### src/rtl/mem_io_bridge_pkg.sv
// Shared constants and helpers for the cpu memory/I-O bridge.
package mem_io_bridge_pkg;

  localparam logic [31:0] IO_BASE        = 32'h0003_0000;
  localparam logic [2:0]  IO_PORT_UART   = 3'h0;
  localparam logic [2:0]  IO_PORT_CLK    = 3'h4;
  localparam int unsigned RAM_ADDR_WIDTH = 17;

  // The I/O window is the top quarter of the 256KB decode space.
  function automatic logic is_io_addr(logic [31:0] addr);
    return addr[17:16] == IO_BASE[17:16];
  endfunction

  // Little-endian byte select from a 32-bit word.
  function automatic logic [7:0] word_byte(logic [31:0] word, logic [1:0] sel);
    logic [7:0] b;
    case (sel)
      2'd0:    b = word[7:0];
      2'd1:    b = word[15:8];
      2'd2:    b = word[23:16];
      default: b = word[31:24];
    endcase
    return b;
  endfunction

endpackage

### src/rtl/mem_io_bridge_byte_fifo.sv
// Byte-wide synchronous FIFO, 2**DEPTH_LOG entries. Push while full is dropped unless a pop
// happens in the same cycle.
module mem_io_bridge_byte_fifo #(
  parameter int unsigned DEPTH_LOG = 3
) (
  input  logic               clk_in,
  input  logic               rst_in,
  input  logic               push,
  input  logic [7:0]         wdata,
  input  logic               pop,
  output logic [7:0]         rdata,
  output logic               full,
  output logic               empty,
  output logic [DEPTH_LOG:0] count
);

  localparam int unsigned Depth  = 1 << DEPTH_LOG;
  localparam int unsigned CountW = DEPTH_LOG + 1;
  localparam int unsigned PtrW   = DEPTH_LOG;

  logic [7:0]           mem_q [Depth];
  logic [DEPTH_LOG-1:0] wr_ptr_q, rd_ptr_q;
  logic [DEPTH_LOG:0]   count_q, count_d;
  logic                 do_push, do_pop;

  assign full    = count_q == CountW'(Depth);
  assign empty   = count_q == '0;
  assign count   = count_q;
  assign rdata   = mem_q[rd_ptr_q];
  assign do_pop  = pop & ~empty;
  assign do_push = push & (~full | do_pop);

  // Occupancy next-state.
  always_comb begin
    count_d = count_q;
    if (do_push && !do_pop) count_d = count_q + CountW'(1);
    else if (!do_push && do_pop) count_d = count_q - CountW'(1);
  end

  // Pointers and count; pointers wrap naturally modulo depth.
  always_ff @(posedge clk_in) begin
    if (rst_in) begin
      wr_ptr_q <= '0;
      rd_ptr_q <= '0;
      count_q  <= '0;
    end else begin
      if (do_push) wr_ptr_q <= wr_ptr_q + PtrW'(1);
      if (do_pop)  rd_ptr_q <= rd_ptr_q + PtrW'(1);
      count_q <= count_d;
    end
  end

  // Storage, no reset needed: contents are only visible through valid pointers.
  always_ff @(posedge clk_in) begin
    if (do_push) mem_q[wr_ptr_q] <= wdata;
  end

endmodule

### src/rtl/mem_io_bridge.sv
// Bridge between the cpu memory port and RAM / UART / clock-counter I/O.
// Optional rx FIFO is enabled by defining MEM_IO_RX_EN.
module mem_io_bridge
  import mem_io_bridge_pkg::*;
#(
  parameter int unsigned TX_DEPTH_LOG = 3,
  parameter int unsigned RX_DEPTH_LOG = 3,
  parameter int unsigned FULL_MARGIN  = 2
) (
  input  logic                      clk_in,
  input  logic                      rst_in,
  input  logic                      rdy_in,
  input  logic [31:0]               cpu_a,
  input  logic [7:0]                cpu_dout,
  input  logic                      cpu_wr,
  output logic [7:0]                cpu_din,
  output logic                      io_buffer_full,
  output logic [RAM_ADDR_WIDTH-1:0] ram_a,
  output logic                      ram_we,
  output logic [7:0]                ram_wdata,
  input  logic [7:0]                ram_rdata,
  output logic [7:0]                tx_data,
  output logic                      tx_valid,
  input  logic                      tx_ready,
  input  logic [7:0]                rx_data,
  input  logic                      rx_valid,
  output logic                      program_finished
);

  localparam int unsigned TxCountW = TX_DEPTH_LOG + 1;
  // io_buffer_full asserts once occupancy exceeds depth - margin (free < margin).
  localparam logic [TX_DEPTH_LOG:0] TxFullThresh =
      TxCountW'((1 << TX_DEPTH_LOG) - FULL_MARGIN);

  logic        io, cpu_rd, io_wr;
  logic [2:0]  port;
  logic        tx_push, tx_empty, finish_set, snap_latch, rx_pop;
  logic [7:0]  tx_wdata, rx_byte_d;
  logic [TX_DEPTH_LOG:0] tx_count;
  logic        unused_tx_full;
  logic        unused_cpu_a;

  logic        rd_valid_q, rd_io_q;
  logic [2:0]  rd_sel_q;
  logic [7:0]  rx_byte_q;
  logic [31:0] cnt_q, snap_q;
  logic        finished_q, io_full_q;

  assign unused_cpu_a = ^cpu_a[31:18];

  assign io     = is_io_addr(cpu_a);
  assign port   = cpu_a[2:0];
  assign cpu_rd = ~cpu_wr & rdy_in;
  // I/O writes are dead once the program has signalled stop.
  assign io_wr  = cpu_wr & io & rdy_in & ~finished_q;

  assign ram_a     = cpu_a[RAM_ADDR_WIDTH-1:0];
  assign ram_wdata = cpu_dout;
  assign ram_we    = cpu_wr & ~io & rdy_in;

  // I/O side-effect decode: tx push, stop flag, snapshot latch, rx pop.
  always_comb begin
    tx_push    = 1'b0;
    tx_wdata   = cpu_dout;
    finish_set = 1'b0;
    if (io_wr && port == IO_PORT_UART && cpu_dout != 8'h00) begin
      tx_push = 1'b1;
    end else if (io_wr && port == IO_PORT_CLK) begin
      tx_push    = 1'b1;
      tx_wdata   = 8'h00;
      finish_set = 1'b1;
    end
    snap_latch = cpu_rd & io & (port == IO_PORT_CLK);
    rx_pop     = cpu_rd & io & (port == IO_PORT_UART);
  end

  mem_io_bridge_byte_fifo #(
    .DEPTH_LOG (TX_DEPTH_LOG)
  ) u_tx_fifo (
    .clk_in (clk_in),
    .rst_in (rst_in),
    .push   (tx_push),
    .wdata  (tx_wdata),
    .pop    (tx_ready),
    .rdata  (tx_data),
    .full   (unused_tx_full),
    .empty  (tx_empty),
    .count  (tx_count)
  );

  assign tx_valid = ~tx_empty;

`ifdef MEM_IO_RX_EN
  logic                 rx_empty;
  logic [7:0]           rx_head;
  logic                 unused_rx_full;
  logic [RX_DEPTH_LOG:0] unused_rx_count;

  mem_io_bridge_byte_fifo #(
    .DEPTH_LOG (RX_DEPTH_LOG)
  ) u_rx_fifo (
    .clk_in (clk_in),
    .rst_in (rst_in),
    .push   (rx_valid),
    .wdata  (rx_data),
    .pop    (rx_pop),
    .rdata  (rx_head),
    .full   (unused_rx_full),
    .empty  (rx_empty),
    .count  (unused_rx_count)
  );

  assign rx_byte_d = rx_empty ? 8'h00 : rx_head;
`else
  logic unused_rx;
  assign unused_rx = ^{rx_data, rx_valid, rx_pop, RX_DEPTH_LOG[0]};
  assign rx_byte_d = 8'h00;
`endif

  // Read-response register, cycle counter, snapshot, stop flag and near-full flag.
  always_ff @(posedge clk_in) begin
    if (rst_in) begin
      rd_valid_q <= 1'b0;
      rd_io_q    <= 1'b0;
      rd_sel_q   <= 3'h0;
      rx_byte_q  <= 8'h00;
      cnt_q      <= 32'h0;
      snap_q     <= 32'h0;
      finished_q <= 1'b0;
      io_full_q  <= 1'b0;
    end else begin
      rd_valid_q <= cpu_rd;
      if (cpu_rd) begin
        rd_io_q  <= io;
        rd_sel_q <= port;
      end
      if (rx_pop) rx_byte_q <= rx_byte_d;
      cnt_q <= cnt_q + 32'd1;
      if (snap_latch) snap_q <= cnt_q;
      if (finish_set) finished_q <= 1'b1;
      io_full_q <= tx_count > TxFullThresh;
    end
  end

  // Read data mux: RAM data arrives now, I/O data was captured at the read.
  always_comb begin
    cpu_din = 8'h00;
    if (rd_valid_q) begin
      if (!rd_io_q) begin
        cpu_din = ram_rdata;
      end else if (rd_sel_q == IO_PORT_UART) begin
        cpu_din = rx_byte_q;
      end else if (rd_sel_q[2]) begin
        cpu_din = word_byte(snap_q, rd_sel_q[1:0]);
      end
    end
  end

  assign io_buffer_full   = io_full_q;
  assign program_finished = finished_q;

endmodule

### config.mk
export PLATFORM = sky130hd
export DESIGN_NAME = mem_io_bridge
export DESIGN_NICKNAME = d
export VERILOG_FILES = /design/src/rtl/mem_io_bridge_pkg.sv /design/src/rtl/mem_io_bridge_byte_fifo.sv /design/src/rtl/mem_io_bridge.sv
export SDC_FILE = /design/constraint.sdc
export NUM_CORES = 1
export LEC_CHECK = 0
export ABC_AREA = 1
export CORE_ASPECT_RATIO = 1.25
export CORE_MARGIN = 2
export CORE_UTILIZATION = 45
export DETAILED_ROUTE_END_ITERATION = 8
export PLACE_DENSITY_LB_ADDON = 0.12
export SLEW_MARGIN = 20
export SYNTH_ARGS = -nofsm -noshare
export SYNTH_HDL_FRONTEND = slang
export SYNTH_HIERARCHICAL = 1
export SYNTH_SLANG_ARGS = --single-unit
### constraint.sdc
create_clock -name clk_in -period 2.9 [get_ports clk_in]
set_input_delay 0.725 -clock clk_in [delete_from_list [all_inputs] [get_ports clk_in]]
set_output_delay 0.725 -clock clk_in [all_outputs]
set_load 0.005 [all_outputs]
==> metrics.md <==
| Metric | Value |
|---|---|
| RSZ-0062 raised after global routing | false |
| Number of I/O port buffers | 57 |
| Lkg Pwr | 0.003094 uW |
| Die area | 16540 um2 |
| Via/cell ratio | 5.038 |
| Commonest non-fill, non-tap cells in the layout | nand2_1 (184), nor2_1 (124), dfxtp_1 (82) |
| Startpoint types | register |
| Ys Warns | 6 |
| TritonCTS Buffers | 17 |
| Switch Pwr | approximately 1600 uW |
| Initial DRC Count | approximately 330 |
| R2R Setup Slk | 0.74 ns |
| Setup TNS | 0 ns |
| Final number of hold-violating endpoints | 0 |
| Mapped Area | around 7000 um2 |
| Max rail drop VDD | 0.3725 mV |
| Final setup fails | 0 |
| Initial antenna violation count | 0 |
| Clock power frac | around two fifths |
| CP Capture Point | cpu_din[6] |
| Sequential fraction of design power | 40.0% |
| Clock Skew | 0.01580 ns |
| First-pass DRT Iterations | 6 |
| Worst path depth | 5 |
| Dpl ws | -0.3495 ns |
| Max_slew headroom | a little over three fifths |
| CP peak stage delay | 0.45 ns |
| Max clock buf depth | 2 |
| Critical path data arrival time | 2.08 ns |
| Via count | roughly 5700 |
| CP Launch Point | rd_sel_q[1]$_SDFFE_PP0P_ |
| Reg2Reg Capture Point | u_tx_fifo/count[2]$_SDFFE_PP0P_ |
| Num Clock Sinks | approximately 150 |
| Core area | 15080 um2 |
| Final routed DRC violation total | 0 |
| Gr usage total | a little over a fifth |
| Final Util | 56.08% |
| Avg WL per Cell | between 10 and 15 um |
| Pwr Density | 685.6 nW/um2 |
| Share of cells above drive strength 1 | 12.37% |
| Final Worst Setup Slack | between 0.09 and 0.1 ns |
| Minimum clock period | 2.806 ns |
| Std cell rows | 50 |
| Critical Path Fanout Max | 10 |
| Pins Over Slew Limit | 0 |
| Setup CP Type | reg -> out |
| Top-Level Pins | 107 |
| Max stage delay cell, worst path | clkdlybuf4s50_1 |
| Cells after Synth | 847 |
| Clock-pin slew on the worst setup and hold paths | 0.06 ns |
| Synthesized area per cell | 8.244 um2 |
| Status | finished clean |
| Starting Density | 46.32% |
| Max-cap viol count | 0 |
| Routability cong. | 0.8545 |
| CTS Root Cell | clkbuf_16 |
| WP data required | 2.17 ns |
| Total grt overflow | 0 |
| Die Y | about 140 um |
| Final ANT Viol Nets | 0 |
| H-tree Lvls | 4 |
| Cell family with most CP delay | buffers and inverters |
| FMAX | 0.3563 GHz |
| Reg-to-Reg Start | program_finished$_SDFFE_PP0P_ |
| CP Capture Type | output pin |
| Total power | 5797 uW |
| Period utilisation layout | 96.77% |
| Clk_lat worst skew | 0.43 ns |
| P_int | between 4000 and 5000 uW |
| Vias in the first global route | roughly 5600 |
| Worst min path class | reg -> reg |
| Reg2reg path depth | 12 |
| Largest net degree at the start of global routing | between 40 and 50 |
| Worst path cell trace | buf_4 -> nand2_1 -> o211ai_1 -> a21oi_1 -> clkdlybuf4s50_1 |
| Net Sw Frac | 27.73% |
| Gate power share | a little over a fifth |
| Layout area overhead | 21.09% |
| Ant diodes | 0 |
| Layout Nets | 986 |
| Worst path bufs/invs | 2 |
| Drt total wl | 17.03 mm |
| Commonest non-fill, non-tap cell in the layout | nand2_1 |
| Syn_nets | 916 |
| Detailed placement HPWL | 12.50 mm |
| Chip width | between 100 and 150 um |
| First-pass GRT wire length | 26.87 mm |
| CTS Hold Bufs | 0 |
| TritonCTS clock tree | built |
| Worst Max-Slew Pin Slew | 0.5609 ns |
## flip-flops by register name, summed over array words and instances (netlist names), named ones only
register            count
cnt_q                  32
u_tx_fifo/mem_q        64
u_tx_fifo/wr_ptr_q      3
program_finished        1
rd_io_q                 1
io_buffer_full          1
snap_q                 32
u_tx_fifo/count         4
u_tx_fifo/rd_ptr_q      3
rd_valid_q              1
rd_sel_q                3
## cell type report
type / count / area (um2)
Sequential cell: 148 / 3608
Fill cell: 1386 / 6621
Tap cell: 208 / 260.3
Multi-Input combinational cell: 580 / 2774
Clock inverter: 11 / 136.4
Inverter: 66 / 250.2
Clock buffer: 21 / 484.2
Timing Repair Buffer: 104 / 942.2
## tightest hold or removal path, stage by stage (launching register included)
cell and delay [ns]:
dfxtp_1 0.31, nand2_1 0.06, a21oi_1 0.05
## stage by stage
| stage | std cells | cell area, um2 | hold WS (ns) |
|---|---|---|---|
| floorplan | 847 | 6983 | 0.4354 |
| global placement | 1105 | 7770 | 0.4506 |
| detailed placement | 1105 | 7770 | 0.4524 |
| CTS | 1137 | 8397 | 0.4604 |
| global route | 1138 | 8456 | 0.4867 |
| finish | 1138 | 8456 | 0.4592 |
## what timing repair did
| item | 4_1_cts | 5_1_grt |
|---|---|---|
| cloned | 0 | 0 |
| pin swaps | 0 | 1 |
| resized for setup | 3 | 12 |
| buffers inserted | 0 | 1 |
| setup endpoints to repair | 8 | 15 |
## worst min-delay path by stage
stage                             from                 endpoint  slack (ns)  cells past startpoint
2_1_floorplan   snap_q[9]$_SDFFE_PP0P_   snap_q[9]$_SDFFE_PP0P_        0.44                      2
4_1_cts        snap_q[12]$_SDFFE_PP0P_  snap_q[12]$_SDFFE_PP0P_        0.46                      2
3_5_place_dp   snap_q[12]$_SDFFE_PP0P_  snap_q[12]$_SDFFE_PP0P_        0.45                      2
3_3_place_gp   snap_q[12]$_SDFFE_PP0P_  snap_q[12]$_SDFFE_PP0P_        0.45                      2
6_report       snap_q[12]$_SDFFE_PP0P_  snap_q[12]$_SDFFE_PP0P_        0.46                      2
5_1_grt        snap_q[30]$_SDFFE_PP0P_  snap_q[30]$_SDFFE_PP0P_        0.49                      2
## power by group through the flow
stage / Clock (uW) / Combinational (uW) / Sequential (uW)
after floorplan: 0 / 767 / 2340
after global placement: 0 / 1160 / 2340
after detailed placement: 0 / 1180 / 2350
after CTS: 2300 / 1190 / 2310
after global routing: 2380 / 1360 / 2320
final: 2270 / 1210 / 2320
## metal layers
layer | global-route usage [%] | wire (um)
met1 | 23.93 | 6932
met2 | 38.07 | 8911
met3 | 4.202 | 696
met4 | 10.02 | 486
met5 | 0 | 0
(Power assumes the default switching activity.)
